**src/rtl/mips_instr_encoder_if.sv**
```systemverilog
`default_nettype none
// =============================================================================
// Module   : mips_instr_encoder_if
// Purpose  : Control-bundle input, instruction-memory write port and status
//            signals of the MIPS instruction encoder.
// Revision : 1.0 - initial release
// =============================================================================
interface mips_instr_encoder_if #(
    parameter int ADDR_W = 8
);
    logic              start;
    logic              in_valid;
    logic              in_ready;
    logic              in_last;
    logic              Jump;
    logic              MemWrite;
    logic              RegWrite;
    logic              RegDest;
    logic              ALUSrc;
    logic              MemtoReg;
    logic              Branch;
    logic [1:0]        ALUOp;
    logic [4:0]        rs;
    logic [4:0]        rt;
    logic [4:0]        rd;
    logic [5:0]        funct;
    logic [15:0]       imm;
    logic [25:0]       target;
    logic              imem_we;
    logic [ADDR_W-1:0] imem_addr;
    logic [31:0]       imem_wdata;
    logic [ADDR_W:0]   count;
    logic              busy;
    logic              done;
    logic              err;
    logic [7:0]        err_cnt;

    modport master (
        output start, in_valid, in_last,
        output Jump, MemWrite, RegWrite, RegDest, ALUSrc, MemtoReg, Branch, ALUOp,
        output rs, rt, rd, funct, imm, target,
        input  in_ready, imem_we, imem_addr, imem_wdata, count, busy, done, err, err_cnt
    );

    modport slave (
        input  start, in_valid, in_last,
        input  Jump, MemWrite, RegWrite, RegDest, ALUSrc, MemtoReg, Branch, ALUOp,
        input  rs, rt, rd, funct, imm, target,
        output in_ready, imem_we, imem_addr, imem_wdata, count, busy, done, err, err_cnt
    );
endinterface
`default_nettype wire

```
**src/rtl/mips_instr_encoder.sv**
```systemverilog
`default_nettype none
// =============================================================================
// Module   : mips_instr_encoder
// Purpose  : Recovers the opcode from a main-decoder control bundle, packs a
//            32-bit MIPS word and streams words into instruction memory.
//            Optional macro ILLEGAL_SKIP_EN: drop illegal bundles and count them.
// Revision : 1.0 - initial release
// =============================================================================
module mips_instr_encoder #(
    parameter int ADDR_W = 8,
    parameter int DEPTH  = 256
) (
    input  wire logic            clk,
    input  wire logic            rst,
    mips_instr_encoder_if.slave  bus
);
    localparam logic [1:0] S_IDLE = 2'd0;
    localparam logic [1:0] S_RUN  = 2'd1;
    localparam logic [1:0] S_DONE = 2'd2;
    localparam logic [1:0] S_ERR  = 2'd3;

    // Bundle order: Jump, MemWrite, RegWrite, RegDest, ALUSrc, MemtoReg, Branch, ALUOp
    localparam logic [8:0] c_CTRL_LW   = 9'b0_0_1_0_1_1_0_00;
    localparam logic [8:0] c_CTRL_SW   = 9'b0_1_0_0_1_1_0_00;
    localparam logic [8:0] c_CTRL_R    = 9'b0_0_1_1_0_0_0_10;
    localparam logic [8:0] c_CTRL_ADDI = 9'b0_0_1_0_1_0_0_00;
    localparam logic [8:0] c_CTRL_BEQ  = 9'b0_0_0_0_0_0_1_01;
    localparam logic [8:0] c_CTRL_J    = 9'b1_0_0_0_0_0_0_00;

    localparam logic [ADDR_W:0] c_DEPTH = (ADDR_W+1)'(DEPTH);

    logic [1:0]        r_state;
    logic [1:0]        w_next_state;
    logic              r_we;
    logic [ADDR_W-1:0] r_addr;
    logic [31:0]       r_wdata;
    logic [ADDR_W:0]   r_count;
    logic              r_done;
    logic              r_err;

    logic [8:0]        w_ctrl;
    logic              w_legal;
    logic [31:0]       w_word;
    logic              w_in_ready;
    logic              w_busy;
    logic              w_xfer;
    logic              w_restart;
    logic              w_depth_hit;

    assign w_ctrl = {bus.Jump, bus.MemWrite, bus.RegWrite, bus.RegDest,
                     bus.ALUSrc, bus.MemtoReg, bus.Branch, bus.ALUOp};

    always_comb begin
        w_legal = 1'b1;
        w_word  = 32'd0;
        case (w_ctrl)
            c_CTRL_LW:   w_word = {6'b100011, bus.rs, bus.rt, bus.imm};
            c_CTRL_SW:   w_word = {6'b101011, bus.rs, bus.rt, bus.imm};
            c_CTRL_R:    w_word = {6'b000000, bus.rs, bus.rt, bus.rd, 5'd0, bus.funct};
            c_CTRL_ADDI: w_word = {6'b001000, bus.rs, bus.rt, bus.imm};
            c_CTRL_BEQ:  w_word = {6'b000100, bus.rs, bus.rt, bus.imm};
            c_CTRL_J:    w_word = {6'b000010, bus.target};
            default:     w_legal = 1'b0;
        endcase
    end

    assign w_xfer      = bus.in_valid && w_in_ready;
    assign w_restart   = bus.start && (r_state != S_RUN);
    assign w_depth_hit = ((r_count + 1'b1) == c_DEPTH);

    // State register
    always_ff @(posedge clk) begin
        if (rst) r_state <= S_IDLE;
        else     r_state <= w_next_state;
    end

    // Next-state logic
    always_comb begin
        w_next_state = r_state;
        case (r_state)
            S_RUN: begin
                if (w_xfer) begin
                    if (w_legal) begin
                        if (bus.in_last || w_depth_hit) w_next_state = S_DONE;
                    end else begin
`ifdef ILLEGAL_SKIP_EN
                        if (bus.in_last) w_next_state = S_DONE;
`else
                        w_next_state = S_ERR;
`endif
                    end
                end
            end
            default: begin
                if (bus.start) w_next_state = S_RUN;
            end
        endcase
    end

    // Output logic
    always_comb begin
        w_in_ready = 1'b0;
        w_busy     = 1'b0;
        if (r_state == S_RUN) begin
            w_busy     = 1'b1;
            w_in_ready = (r_count < c_DEPTH);
        end
    end

    // Registered write port; count advances on the edge that raises imem_we
    always_ff @(posedge clk) begin
        if (rst) begin
            r_we    <= 1'b0;
            r_addr  <= '0;
            r_wdata <= 32'd0;
            r_count <= '0;
            r_done  <= 1'b0;
            r_err   <= 1'b0;
        end else begin
            r_we <= 1'b0;
            if (w_restart) begin
                r_count <= '0;
                r_done  <= 1'b0;
                r_err   <= 1'b0;
            end else if (w_xfer) begin
                if (w_legal) begin
                    r_we    <= 1'b1;
                    r_addr  <= r_count[ADDR_W-1:0];
                    r_wdata <= w_word;
                    r_count <= r_count + 1'b1;
                end else begin
                    r_err <= 1'b1;
                end
                if (w_next_state == S_DONE) r_done <= 1'b1;
            end
        end
    end

`ifdef ILLEGAL_SKIP_EN
    logic [7:0] r_err_cnt;

    always_ff @(posedge clk) begin
        if (rst) begin
            r_err_cnt <= 8'd0;
        end else if (w_restart) begin
            r_err_cnt <= 8'd0;
        end else if (w_xfer && !w_legal && (r_err_cnt != 8'hFF)) begin
            r_err_cnt <= r_err_cnt + 8'd1;
        end
    end

    assign bus.err_cnt = r_err_cnt;
`else
    assign bus.err_cnt = 8'd0;
`endif

    assign bus.in_ready   = w_in_ready;
    assign bus.busy       = w_busy;
    assign bus.imem_we    = r_we;
    assign bus.imem_addr  = r_addr;
    assign bus.imem_wdata = r_wdata;
    assign bus.count      = r_count;
    assign bus.done       = r_done;
    assign bus.err        = r_err;
endmodule
`default_nettype wire

```
**src/flat_wrapper.sv**
```systemverilog
// flat-port wrapper written by rule: the top's interface ports become plain ports
module mips_instr_encoder_flat 
#(
    parameter int ADDR_W = 8,
    parameter int DEPTH  = 256
)
  (clk, rst, bus_start, bus_in_valid, bus_in_last, bus_Jump, bus_MemWrite, bus_RegWrite, bus_RegDest, bus_ALUSrc, bus_MemtoReg, bus_Branch, bus_ALUOp, bus_rs, bus_rt, bus_rd, bus_funct, bus_imm, bus_target, bus_in_ready, bus_imem_we, bus_imem_addr, bus_imem_wdata, bus_count, bus_busy, bus_done, bus_err, bus_err_cnt);
  mips_instr_encoder_if #(.ADDR_W(ADDR_W)) bus_i ();
  input  wire logic clk;
  input  wire logic rst;
  input wire logic [$bits(bus_i.start)-1:0] bus_start;
  input wire logic [$bits(bus_i.in_valid)-1:0] bus_in_valid;
  input wire logic [$bits(bus_i.in_last)-1:0] bus_in_last;
  input wire logic [$bits(bus_i.Jump)-1:0] bus_Jump;
  input wire logic [$bits(bus_i.MemWrite)-1:0] bus_MemWrite;
  input wire logic [$bits(bus_i.RegWrite)-1:0] bus_RegWrite;
  input wire logic [$bits(bus_i.RegDest)-1:0] bus_RegDest;
  input wire logic [$bits(bus_i.ALUSrc)-1:0] bus_ALUSrc;
  input wire logic [$bits(bus_i.MemtoReg)-1:0] bus_MemtoReg;
  input wire logic [$bits(bus_i.Branch)-1:0] bus_Branch;
  input wire logic [$bits(bus_i.ALUOp)-1:0] bus_ALUOp;
  input wire logic [$bits(bus_i.rs)-1:0] bus_rs;
  input wire logic [$bits(bus_i.rt)-1:0] bus_rt;
  input wire logic [$bits(bus_i.rd)-1:0] bus_rd;
  input wire logic [$bits(bus_i.funct)-1:0] bus_funct;
  input wire logic [$bits(bus_i.imm)-1:0] bus_imm;
  input wire logic [$bits(bus_i.target)-1:0] bus_target;
  output wire logic [$bits(bus_i.in_ready)-1:0] bus_in_ready;
  output wire logic [$bits(bus_i.imem_we)-1:0] bus_imem_we;
  output wire logic [$bits(bus_i.imem_addr)-1:0] bus_imem_addr;
  output wire logic [$bits(bus_i.imem_wdata)-1:0] bus_imem_wdata;
  output wire logic [$bits(bus_i.count)-1:0] bus_count;
  output wire logic [$bits(bus_i.busy)-1:0] bus_busy;
  output wire logic [$bits(bus_i.done)-1:0] bus_done;
  output wire logic [$bits(bus_i.err)-1:0] bus_err;
  output wire logic [$bits(bus_i.err_cnt)-1:0] bus_err_cnt;
  assign bus_i.start = bus_start;
  assign bus_i.in_valid = bus_in_valid;
  assign bus_i.in_last = bus_in_last;
  assign bus_i.Jump = bus_Jump;
  assign bus_i.MemWrite = bus_MemWrite;
  assign bus_i.RegWrite = bus_RegWrite;
  assign bus_i.RegDest = bus_RegDest;
  assign bus_i.ALUSrc = bus_ALUSrc;
  assign bus_i.MemtoReg = bus_MemtoReg;
  assign bus_i.Branch = bus_Branch;
  assign bus_i.ALUOp = bus_ALUOp;
  assign bus_i.rs = bus_rs;
  assign bus_i.rt = bus_rt;
  assign bus_i.rd = bus_rd;
  assign bus_i.funct = bus_funct;
  assign bus_i.imm = bus_imm;
  assign bus_i.target = bus_target;
  assign bus_in_ready = bus_i.in_ready;
  assign bus_imem_we = bus_i.imem_we;
  assign bus_imem_addr = bus_i.imem_addr;
  assign bus_imem_wdata = bus_i.imem_wdata;
  assign bus_count = bus_i.count;
  assign bus_busy = bus_i.busy;
  assign bus_done = bus_i.done;
  assign bus_err = bus_i.err;
  assign bus_err_cnt = bus_i.err_cnt;
  mips_instr_encoder #(.ADDR_W(ADDR_W), .DEPTH(DEPTH)) u_core (.clk(clk), .rst(rst), .bus(bus_i));
endmodule
```
**config.mk**
```make
export PLATFORM = sky130hd
export DESIGN_NAME = mips_instr_encoder_flat
export DESIGN_NICKNAME = d
export VERILOG_FILES = /design/src/rtl/mips_instr_encoder_if.sv /design/src/rtl/mips_instr_encoder.sv /design/src/flat_wrapper.sv
export SDC_FILE = /design/constraint.sdc
export NUM_CORES = 1
export LEC_CHECK = 0
export ABC_AREA = 1
export ABC_CLOCK_PERIOD_IN_PS = 2510
export CORE_MARGIN = 2
export CORE_UTILIZATION = 45
export CTS_BUF_LIST = sky130_fd_sc_hd__clkbuf_8
export DETAILED_ROUTE_END_ITERATION = 16
export GPL_TIMING_DRIVEN = 0
export PLACE_DENSITY = 0.84
export SLEW_MARGIN = 15
export SYNTH_ARGS = -nofsm -noshare
export SYNTH_HDL_FRONTEND = slang
export SYNTH_SLANG_ARGS = --single-unit
```
**constraint.sdc**
```tcl
create_clock -name clk -period 2.51 [get_ports clk]
set_clock_uncertainty 0.1 [all_clocks]
set_input_delay 0.502 -clock clk [delete_from_list [all_inputs] [get_ports clk]]
set_output_delay 0.502 -clock clk [all_outputs]
set_load 0.05 [all_outputs]
```
==> impl_metrics.env, run 1 <==
export IMPL_tns_ps=0
export IMPL_p_per_area_mw_per_mm2=360.4
export IMPL_p_leak_nw=2.108
export IMPL_grt_pass1_wl_um=13880
export IMPL_synth_area_per_cell_um2=6.261
export IMPL_fp_dieH_um=87.58
export IMPL_comb_power_share_pct=16.2
export IMPL_end_kind="output port"
export IMPL_drc=0
export IMPL_cts_reportedPaths_clkPinSlew_ps=90
export IMPL_netlist_instances=502
export IMPL_cts_made_buffers=5
export IMPL_design_die_area_mm2=0.007669
export IMPL_power_share_clock_pct=34.8
export IMPL_utilization_pct=69.21
export IMPL_final_cell_mix="180 x nand2_1, 128 x clkdlybuf4s50_1, 78 x nor2_1"
export IMPL_mostFrequentLayoutCell="nand2_1"
export IMPL_totalWireLength_um=8780
export IMPL_cap_violations=0
export IMPL_die_width_um=87.58
export IMPL_synth_top_family_by_area="simple AND/OR/NAND/NOR gates"
export IMPL_first_iter_violations=124
export IMPL_core_area_mm2=0.006794
export IMPL_synth_xor_area_share_pct=0.2787
export IMPL_synthesis_area_mm2=0.003143
export IMPL_start_util_pct=46.26
export IMPL_critPathRequiredTime_ps=1910
export IMPL_critPathKind="reg2out"
export IMPL_crit_arrival_ps=1680
export IMPL_clock_latency_ps=310
export IMPL_dp_hpwl_um=7144
export IMPL_setup_viol=0
export IMPL_grt_pass1_vias=3104
export IMPL_vias_per_cell=4.668
export IMPL_cp_start_kind="register"
export IMPL_grt_remaining_overflow=0
export IMPL_first_pass_iters=4
export IMPL_synthSimpleGateAreaFrac_pct=45.98
export IMPL_ant_nets=0
export IMPL_hold_viol_final=0
export IMPL_synth_main_ff_cell="dfxtp_1"
export IMPL_fmax_ghz=0.4375
export IMPL_vdd_drop_max_mv=0.2453
export IMPL_synthDistinctLibCells=28
export IMPL_gr_usage_all_layers_pct=22.87
export IMPL_grt_max_degree=18
export IMPL_async_reset_ff_share_pct=0
export IMPL_p_switching_w=0.0004253
export IMPL_synth_warnings=0
export IMPL_hold_path_class="reg2reg"
export IMPL_p_sw_share_pct=25.10
export IMPL_period_share_pct=91.06
export IMPL_synth_adder_area_share_pct=0.7962
export IMPL_status="finished clean"
export IMPL_core_rowCount=30
export IMPL_gp_congestion=0.8962
export IMPL_nNetsFinal=725
export IMPL_antenna_found_initial=0
export IMPL_portBuffers=129
export IMPL_synth_compound_gate_area_share_pct=5.255
export IMPL_num_vias=3468
export IMPL_synth_edf_count=0
export IMPL_fill_cells=602
export IMPL_synth_area_mux_share_pct=0
export IMPL_pin_count=139
export IMPL_ys_seq_area_share_pct=33.12
export IMPL_cts_setup_buffers=0
export IMPL_synth_ff_latch_count=52
export IMPL_rsz0062_at_grt="false"
export IMPL_clock_sinks=52
export IMPL_seqPwrFrac_pct=49.0
export IMPL_drive_gt1_share_pct=10.51
export IMPL_slew_limit_headroom_pct=55.36
export IMPL_syn2layout_area_growth_pct=49.60
export IMPL_timing_critical_path_fanout_max=3
export IMPL_final_max_slew_viol_count=0
export IMPL_tightest_slew_ps=669.6
export IMPL_antennaDiodeCount=0
export IMPL_root_buffer="clkbuf_8"
export IMPL_fin_crit_ps=2286
export IMPL_wl_per_cell_um=11.82
export IMPL_cts_tree="built"
export IMPL_internal_power_w=0.001269
export IMPL_htreeDepth=2
export IMPL_cts_max_path_buffers=2
## cell usage after synthesis, types with 6 or more instances
| cell type | n | share of area (%) |
|---|---|---|
| nor2_1 | 78 | 9.3 |
| a21oi_2 | 8 | 2.2 |
| inv_2 | 6 | 0.72 |
| nand3_1 | 35 | 5.6 |
| nand4_1 | 13 | 2.6 |
| buf_2 | 7 | 1.1 |
| buf_4 | 14 | 3.3 |
| a21oi_1 | 16 | 2.5 |
| inv_1 | 48 | 5.7 |
| dfxtp_1 | 52 | 33 |
| nand2_1 | 180 | 21 |
| nand3_2 | 9 | 2.9 |
## power by group through the flow
stage | sequential, W | combinational (W) | clock [W]
after CTS | 0.000831 | 0.000274 | 0.000595
after detailed placement | 0.000850 | 0.000273 | 0
final | 0.000831 | 0.000274 | 0.000590
after global routing | 0.000831 | 0.000292 | 0.000626
after global placement | 0.000850 | 0.000271 | 0
after floorplan | 0.000856 | 0.000114 | 0
## final timing paths
path,end,cells past startpoint,startpoint,slack [ps]
min,u_core.bus.done,2,u_core.bus.done,350
max reg2reg,u_core.r_state[0],12,u_core.bus.count[1],610
max,bus_busy,3,u_core.r_state[0],220
min reg2reg,u_core.bus.done,2,u_core.bus.done,350
## metal layers
metal  GRT usage, %  up-vias  share of wire [%]
met2          40.77      139                 50
met4          8.531        0                2.4
li1               -     1811                  -
met3          5.561       20                7.2
met1          26.44     1498                 41
met5              0        -                  0
## critical path: stages, from the launching register on
cell and delay [ps]:
dfxtp_1 320, inv_1 40, nor2_1 170, clkdlybuf4s50_1 840
## flip-flops by register name, indices dropped and copies added, names as in the netlist
signal / flops
u_core.bus.imem_wdata: 30
u_core.bus.count: 9
u_core.bus.imem_addr: 8
u_core.r_state: 2
u_core.bus.done: 1
u_core.bus.err: 1
u_core.bus.imem_we: 1
## cell families after synthesis
group	after synthesis
adder cells (fa/ha/maj)	2
XOR/XNOR	1
AO/OA/AOI/OAI	27
flip-flops	52
other	1
AND/OR/NAND/NOR	331
buffers and inverters	88
## repair_timing
action,4_1_cts,5_1_grt
gates resized for setup,0,1
hold buffers,0,0
hold endpoints to repair,0,0
endpoints found under the setup margin,0,1
## area by class of cell
| type | count | area, µm² | area share, % |
|---|---|---|---|
| clock buffer | 5 | 68.82 | 1.464 |
| sequential | 52 | 1041 | 22.14 |
| tap | 96 | 120.1 | 2.555 |
| inverter | 56 | 210.2 | 4.470 |
| timing repair buffer | 129 | 1294 | 27.51 |
| buffer | 32 | 244.0 | 5.189 |
| multi-input combinational | 370 | 1678 | 35.68 |
| clock inverter | 3 | 46.29 | 0.9846 |
## through the flow
step / total power, W / std cells / setup WS (ps) / area [µm²] / hold slack (ps)
3_3_place_gp: 0.001121 / 735 / 59.94 / 4584 / 340.1
4_1_cts: 0.001700 / 743 / 14.60 / 4700 / 358.0
5_1_grt: 0.001749 / 743 / 149.2 / 4702 / 372.2
3_5_place_dp: 0.001123 / 735 / 18.79 / 4584 / 343.5
6_report: 0.001695 / 743 / 224.4 / 4702 / 352.7
2_1_floorplan: 0.0009708 / 510 / 40.82 / 3173 / 399.4
(Power assumes the default switching activity.)
==> inputs of run 2 (changes only) <==
--- a/config.mk
+++ b/config.mk
@@ -5,14 +5,14 @@
 export SDC_FILE = /design/constraint.sdc
 export NUM_CORES = 1
 export LEC_CHECK = 0
-export ABC_AREA = 1
 export ABC_CLOCK_PERIOD_IN_PS = 2510
-export CORE_MARGIN = 2
-export CORE_UTILIZATION = 45
+export CELL_PAD_IN_SITES_DETAIL_PLACEMENT = 0
+export CELL_PAD_IN_SITES_GLOBAL_PLACEMENT = 1
+export CORE_UTILIZATION = 32
 export CTS_BUF_LIST = sky130_fd_sc_hd__clkbuf_8
 export DETAILED_ROUTE_END_ITERATION = 16
 export GPL_TIMING_DRIVEN = 0
-export PLACE_DENSITY = 0.84
+export PLACE_DENSITY = 0.87
 export SLEW_MARGIN = 15
 export SYNTH_ARGS = -nofsm -noshare
 export SYNTH_HDL_FRONTEND = slang
==> run 2 against run 1 <==
Fmax shrank 4.8%. First-iteration DRC count shrank 11%. Via count shrank 13%. Largest cell class unchanged. Critical endpoint is now u_core.bus.imem_wdata[8]. Setup slack lost 110 ps. Register-to-register slack lost 370 ps. Clock power shrank 15%. Largest power group unchanged. Count of clock-buffer cells in the layout grew 1. Critical path depth grew 4.
==> impl_metrics.env, run 2 <==
export IMPL_crit_arrival_ps=2520
export IMPL_synth_ff_latch_count=52
export IMPL_reg2reg_depth=6
export IMPL_clock_latency_ps=300
export IMPL_synth_edf_count=0
export IMPL_yosysMostFrequentCell="a21oi_1"
export IMPL_comb_power_share_pct=19.3
export IMPL_cts_reportedPaths_clkPinSlew_ps=90
export IMPL_r2r_setup_slack_ps=240
export IMPL_cp_start_kind="primary input"
export IMPL_cts_hold_buffers_added=0
export IMPL_totalWireLength_um=9615
export IMPL_tns_ps=0
export IMPL_fin_crit_ps=2400
export IMPL_root_buffer="clkbuf_8"
export IMPL_drc=0
export IMPL_design_area_mm2=0.004436
export IMPL_rsz0062_at_grt="false"
export IMPL_first_iter_violations=110
export IMPL_postPlaceCellArea_mm2=0.004275
export IMPL_cts_max_path_buffers=2
export IMPL_first_pass_iters=4
export IMPL_synth_warnings=0
export IMPL_cp_slowest_cell="clkdlybuf4s50_1"
export IMPL_cts_made_buffers=5
export IMPL_setup_slack_ps=109.8
export IMPL_synth_top_area_cell="dfxtp_1"
export IMPL_seqPwrFrac_pct=50.5
export IMPL_hold_path_class="reg2reg"
export IMPL_r2r_start="u_core.bus.count[0]"
export IMPL_end_kind="register"
export IMPL_mostFrequentLayoutCell="clkdlybuf4s50_1"
export IMPL_core_rowCount=33
export IMPL_min_from="u_core.bus.imem_wdata[29]"
export IMPL_vdd_drop_max_mv=0.2340
export IMPL_dp_worst_setup_slack_ps=-397.5
export IMPL_htreeDepth=2
export IMPL_utilization_pct=52.92
export IMPL_async_reset_ff_share_pct=0
export IMPL_synthTopCellsByCount="53 x a21oi_1, 52 x dfxtp_1, 17 x clkbuf_1"
export IMPL_timing_critical_path_fanout_max=10
export IMPL_gp_congestion=0.8652
export IMPL_crit_path_max_incr_delay_ps=530
export IMPL_final_cell_mix="124 x clkdlybuf4s50_1, 53 x a21oi_1, 52 x dfxtp_1"
export IMPL_p_per_area_mw_per_mm2=372.5
export IMPL_pin_count=139
export IMPL_gr_usage_all_layers_pct=21.20
export IMPL_core_area_mm2=0.008382
export IMPL_cts_tree="built"
export IMPL_drive_gt1_share_pct=14.04
export IMPL_grt_remaining_overflow=0
export IMPL_cap_violations=0
export IMPL_power_share_clock_pct=30.2
export IMPL_start_util_pct=33.60
export IMPL_antennaDiodeCount=0
export IMPL_grt_pass1_wl_um=14860
export IMPL_dp_hpwl_um=7339
export IMPL_ys_seq_area_share_pct=36.96
export IMPL_vias_per_cell=5.303
export IMPL_p_leak_nw=1.535
export IMPL_tightest_slew_ps=698.3
export IMPL_worstReg2RegEnd="u_core.r_state[1]"
export IMPL_critPathRequiredTime_ps=2630
export IMPL_critPathKind="in2reg"
export IMPL_slew_limit_headroom_pct=53.45
export IMPL_wl_per_cell_um=16.93
export IMPL_die_width_um=95.82
export IMPL_synth_top_area_share_pct=36.96
export IMPL_synth_area_per_cell_um2=8.941
export IMPL_fp_dieH_um=95.82
export IMPL_grt_max_degree=15
export IMPL_p_switching_w=0.0004496
export IMPL_synthTopCellsByArea="dfxtp_1 37%, a21oi_1 9.4%, a211oi_2 7.1%, a22oi_1 3.5%, buf_4 3.2%"
export IMPL_status="finished clean"
export IMPL_synth_main_ff_cell="dfxtp_1"
export IMPL_synthesis_area_mm2=0.002816
export IMPL_synthDistinctLibCells=56
export IMPL_period_share_pct=95.63
export IMPL_hold_viol_final=0
export IMPL_grt_pass1_vias=2913
export IMPL_ant_nets=0
export IMPL_largest_register_ffs=30
export IMPL_setup_viol=0
export IMPL_nNetsFinal=541
export IMPL_clock_sinks=52
export IMPL_min_path_cells=2
export IMPL_final_max_slew_viol_count=0
export IMPL_min_to="u_core.bus.imem_wdata[29]"
export IMPL_p_sw_share_pct=27.21
export IMPL_power_total_w=0.001652
export IMPL_portBuffers=129
export IMPL_antenna_found_initial=0
export IMPL_design_die_area_mm2=0.009181
export IMPL_cp_cell_sequence="clkdlybuf4s50_1 > and4bb_2 > a22o_1 > a211oi_4 > buf_6 > a211oi_1 > nor4_2"
export IMPL_fmax_ghz=0.4166
export IMPL_syn2layout_area_growth_pct=57.49
export IMPL_netlist_instances=315
export IMPL_internal_power_w=0.001203
export IMPL_num_vias=3012
[run 2: timing repair]
action                                  in CTS  in global routing
endpoints found under the setup margin      14                 39
buffers inserted                             1                  3
pin swaps                                    2                  3
resized for setup                            2                 15
[run 2: worst max-delay path, delay by kind of cell]
| kind | cells | cell delay (ps) |
|---|---|---|
| buffers and inverters | 2 | 740 |
| AO/OA/AOI/OAI | 3 | 760 |
| AND/OR/NAND/NOR | 2 | 510 |
[run 2: area by class of cell]
cell class                      instances  area (µm²)
Fill cell                             801        3946
Timing Repair Buffer                  133        1334
Clock buffer                            6       82.58
Multi-Input combinational cell        227        1595
Buffer                                 38       225.2
Tap cell                              105       131.4
Sequential cell                        52        1041
Clock inverter                          2       7.507
Inverter                                5       18.77
[run 2: cell families (layout without fill, tap and decap cells)]
kind of cell / Yosys count / after routing / synth area share (%)
buffers and inverters: 44 / 184 / 8.485
other: 1 / 9 / 0.1331
XOR/XNOR: 1 / 1 / 0.3110
AO/OA/AOI/OAI: 142 / 142 / 36.56
AND/OR/NAND/NOR: 72 / 72 / 16.30
flip-flops: 52 / 52 / 36.96
multiplexers: 1 / 1 / 0.3554
adder cells (fa/ha/maj): 2 / 2 / 0.8884
[run 2: how the worst max path moves through the flow]
| stage | start | to | slack, ps | cells past startpoint |
|---|---|---|---|---|
| 5_1_grt | bus_ALUSrc | u_core.bus.count[4] | 8 | 7 |
| 6_report | bus_Branch | u_core.bus.imem_wdata[8] | 110 | 7 |
| 4_1_cts | bus_ALUSrc | u_core.bus.imem_wdata[10] | 3 | 8 |
| 2_1_floorplan | u_core.bus.count[8] | u_core.bus.count[0] | 140 | 5 |
| 3_3_place_gp | bus_MemtoReg | u_core.bus.imem_wdata[12] | -360 | 8 |
| 3_5_place_dp | bus_ALUOp[0] | u_core.bus.imem_wdata[8] | -400 | 8 |
[run 2: per-layer routing]
layer	track usage (%)	vias to the layer above	share of wire [%]
met1	26.55	1420	43
met3	6.240	6	7.4
met2	35.65	107	49
met4	5.100	0	0.81
li1	-	1479	-
met5	0	-	0
[run 2: power by group through the flow]
stage	logic, W	clock network [W]	registers, W
floorplan	0.000133	0	0.000862
global placement	0.000309	0	0.000853
detailed placement	0.000312	0	0.000854
CTS	0.000313	0.000500	0.000834
global route	0.000341	0.000533	0.000835
finish	0.000319	0.000499	0.000834
[run 2: per-stage QoR]
step	hold slack, ps	cells
6_report	380.2	568
2_1_floorplan	439.0	323
4_1_cts	383.3	566
3_5_place_dp	369.3	557
3_3_place_gp	359.6	557
5_1_grt	421.2	568
==> inputs of run 3 (changes only) <==
--- a/config.mk
+++ b/config.mk
@@ -8,6 +8,7 @@
 export ABC_CLOCK_PERIOD_IN_PS = 2510
 export CELL_PAD_IN_SITES_DETAIL_PLACEMENT = 0
 export CELL_PAD_IN_SITES_GLOBAL_PLACEMENT = 1
+export CORE_MARGIN = 2
 export CORE_UTILIZATION = 32
 export CTS_BUF_LIST = sky130_fd_sc_hd__clkbuf_8
 export DETAILED_ROUTE_END_ITERATION = 16
==> run 3 against run 2 <==
Fmax increased by 0.34%. First-iteration DRC count down 16%. Via count about the same. Flip-flop and latch count did not move. Clock power shrank 6.4%. Largest cell class unchanged.
==> impl_metrics.env, run 3 (synthesis results as in run 2) <==
export IMPL_r2r_start="u_core.bus.count[1]"
export IMPL_antennaDiodeCount=0
export IMPL_num_vias=3015
export IMPL_pin_count=139
export IMPL_crit_start="bus_ALUOp[0]"
export IMPL_p_per_area_mw_per_mm2=364.6
export IMPL_r2r_setup_slack_ps=200
export IMPL_postPlaceCellArea_mm2=0.004279
export IMPL_power_total_w=0.001619
export IMPL_end_kind="register"
export IMPL_portBuffers=129
export IMPL_dp_hpwl_um=7209
export IMPL_cts_tree="built"
export IMPL_mostFrequentLayoutCell="clkdlybuf4s50_1"
export IMPL_grt_pass1_vias=2995
export IMPL_grt_remaining_overflow=0
export IMPL_setup_viol=0
export IMPL_critPathKind="in2reg"
export IMPL_wl_per_cell_um=16.60
export IMPL_nNetsFinal=541
export IMPL_cts_made_buffers=5
export IMPL_tightest_slew_ps=782.4
export IMPL_gp_congestion=0.8586
export IMPL_cp_endpoint="u_core.bus.count[3]"
export IMPL_hold_viol_final=0
export IMPL_reg2reg_depth=6
export IMPL_largest_register_ffs=30
export IMPL_die_width_um=97.82
export IMPL_period_share_pct=95.31
export IMPL_vdd_drop_max_mv=0.2074
export IMPL_ant_nets=0
export IMPL_grt_pass1_wl_um=15050
export IMPL_cp_start_kind="primary input"
export IMPL_cp_cell_sequence="clkdlybuf4s50_1 > nor2_2 > and4_1 > buf_2 > a211oi_4 > buf_12 > buf_4 > or4_1 > a21oi_1"
export IMPL_utilization_pct=51.42
export IMPL_status="finished clean"
export IMPL_vias_per_cell=5.289
export IMPL_critPathRequiredTime_ps=2650
export IMPL_cap_violations=0
export IMPL_cp_slowest_cell="or4_1"
export IMPL_crit_path_max_incr_delay_ps=500
export IMPL_final_cell_mix="122 x clkdlybuf4s50_1, 53 x a21oi_1, 51 x dfxtp_1"
export IMPL_drive_gt1_share_pct=14.29
export IMPL_fin_hold_ws_ps=383.4
export IMPL_cts_reportedPaths_clkPinSlew_ps=90
export IMPL_worstReg2RegEnd="u_core.r_state[1]"
export IMPL_antenna_found_initial=0
export IMPL_design_area_mm2=0.004441
export IMPL_htreeDepth=2
export IMPL_first_iter_violations=92
export IMPL_fmax_ghz=0.4180
export IMPL_fp_dieH_um=97.82
export IMPL_first_pass_iters=5
export IMPL_root_buffer="clkbuf_8"
export IMPL_crit_arrival_ps=2540
export IMPL_clock_latency_ps=310
export IMPL_clock_sinks=52
export IMPL_syn2layout_area_growth_pct=57.66
export IMPL_grt_max_degree=16
export IMPL_start_util_pct=32.61
export IMPL_core_rowCount=34
export IMPL_cts_max_path_buffers=2
export IMPL_totalWireLength_um=9462
export IMPL_drc=0
export IMPL_design_die_area_mm2=0.009568
export IMPL_timing_critical_path_fanout_max=7
export IMPL_fin_crit_ps=2392
export IMPL_core_area_mm2=0.008636
export IMPL_final_max_slew_viol_count=0
export IMPL_p_leak_nw=1.533
export IMPL_slew_limit_headroom_pct=47.84
export IMPL_hold_path_class="reg2reg"
export IMPL_gr_usage_all_layers_pct=19.34
export IMPL_cts_hold_buffers_added=0
[run 3: how the worst min path moves through the flow]
stage / cells after the start / slack (ps) / to / from
2_1_floorplan: 2 / 440 / u_core.r_state[0] / u_core.r_state[0]
3_3_place_gp: 2 / 360 / u_core.bus.err / u_core.bus.err
3_5_place_dp: 2 / 370 / u_core.bus.err / u_core.bus.err
4_1_cts: 2 / 390 / u_core.bus.imem_addr[6] / u_core.bus.imem_addr[6]
5_1_grt: 2 / 420 / u_core.bus.imem_wdata[29] / u_core.bus.imem_wdata[29]
6_report: 2 / 380 / u_core.bus.imem_addr[6] / u_core.bus.imem_addr[6]
[run 3: final cells by class]
type                    count  area [µm²]
plain buffers              38       220.2
clock buffers               5       68.82
clock inverters             2       12.51
fillers                   839        4195
inverters                   5       18.77
multi-input cells         227        1595
flip-flops and latches     52        1042
well taps                 108       135.1
repair buffers            133        1348
[run 3: worst max-delay path: cells and delay by family]
| kind | cells | cell delay, ps |
|---|---|---|
| AND/OR/NAND/NOR | 3 | 940 |
| AO/OA/AOI/OAI | 2 | 200 |
| buffers and inverters | 4 | 900 |
[run 3: routing by layer]
layer | wire (µm) | vias up | GRT usage, %
met2 | 4630 | 110 | 33.21
met1 | 4035 | 1419 | 23.98
met4 | 106 | 0 | 4.487
li1 | - | 1478 | -
met3 | 690 | 8 | 5.798
met5 | 0 | - | 0
[run 3: power breakdown]
part           internal [W]  total, W  switching, W
clock              0.000189  0.000467      0.000278
combinational      0.000154  0.000318      0.000163
sequential         0.000830  0.000834    0.00000445
[run 3: repair_timing]
item	in CTS	in global routing
gates resized for setup	2	16
buffers inserted	1	3
endpoints found under the setup margin	4	47
pin swaps	2	4
[run 3: stage by stage]
step	worst slack, ps	instances	TNS [ps]
final	117.8	570	0
after global routing	-6.543	570	-6.543
after CTS	5.310	568	0
after detailed placement	-361.6	560	-13450
after global placement	-373.1	560	-11910
after floorplan	136.9	323	0
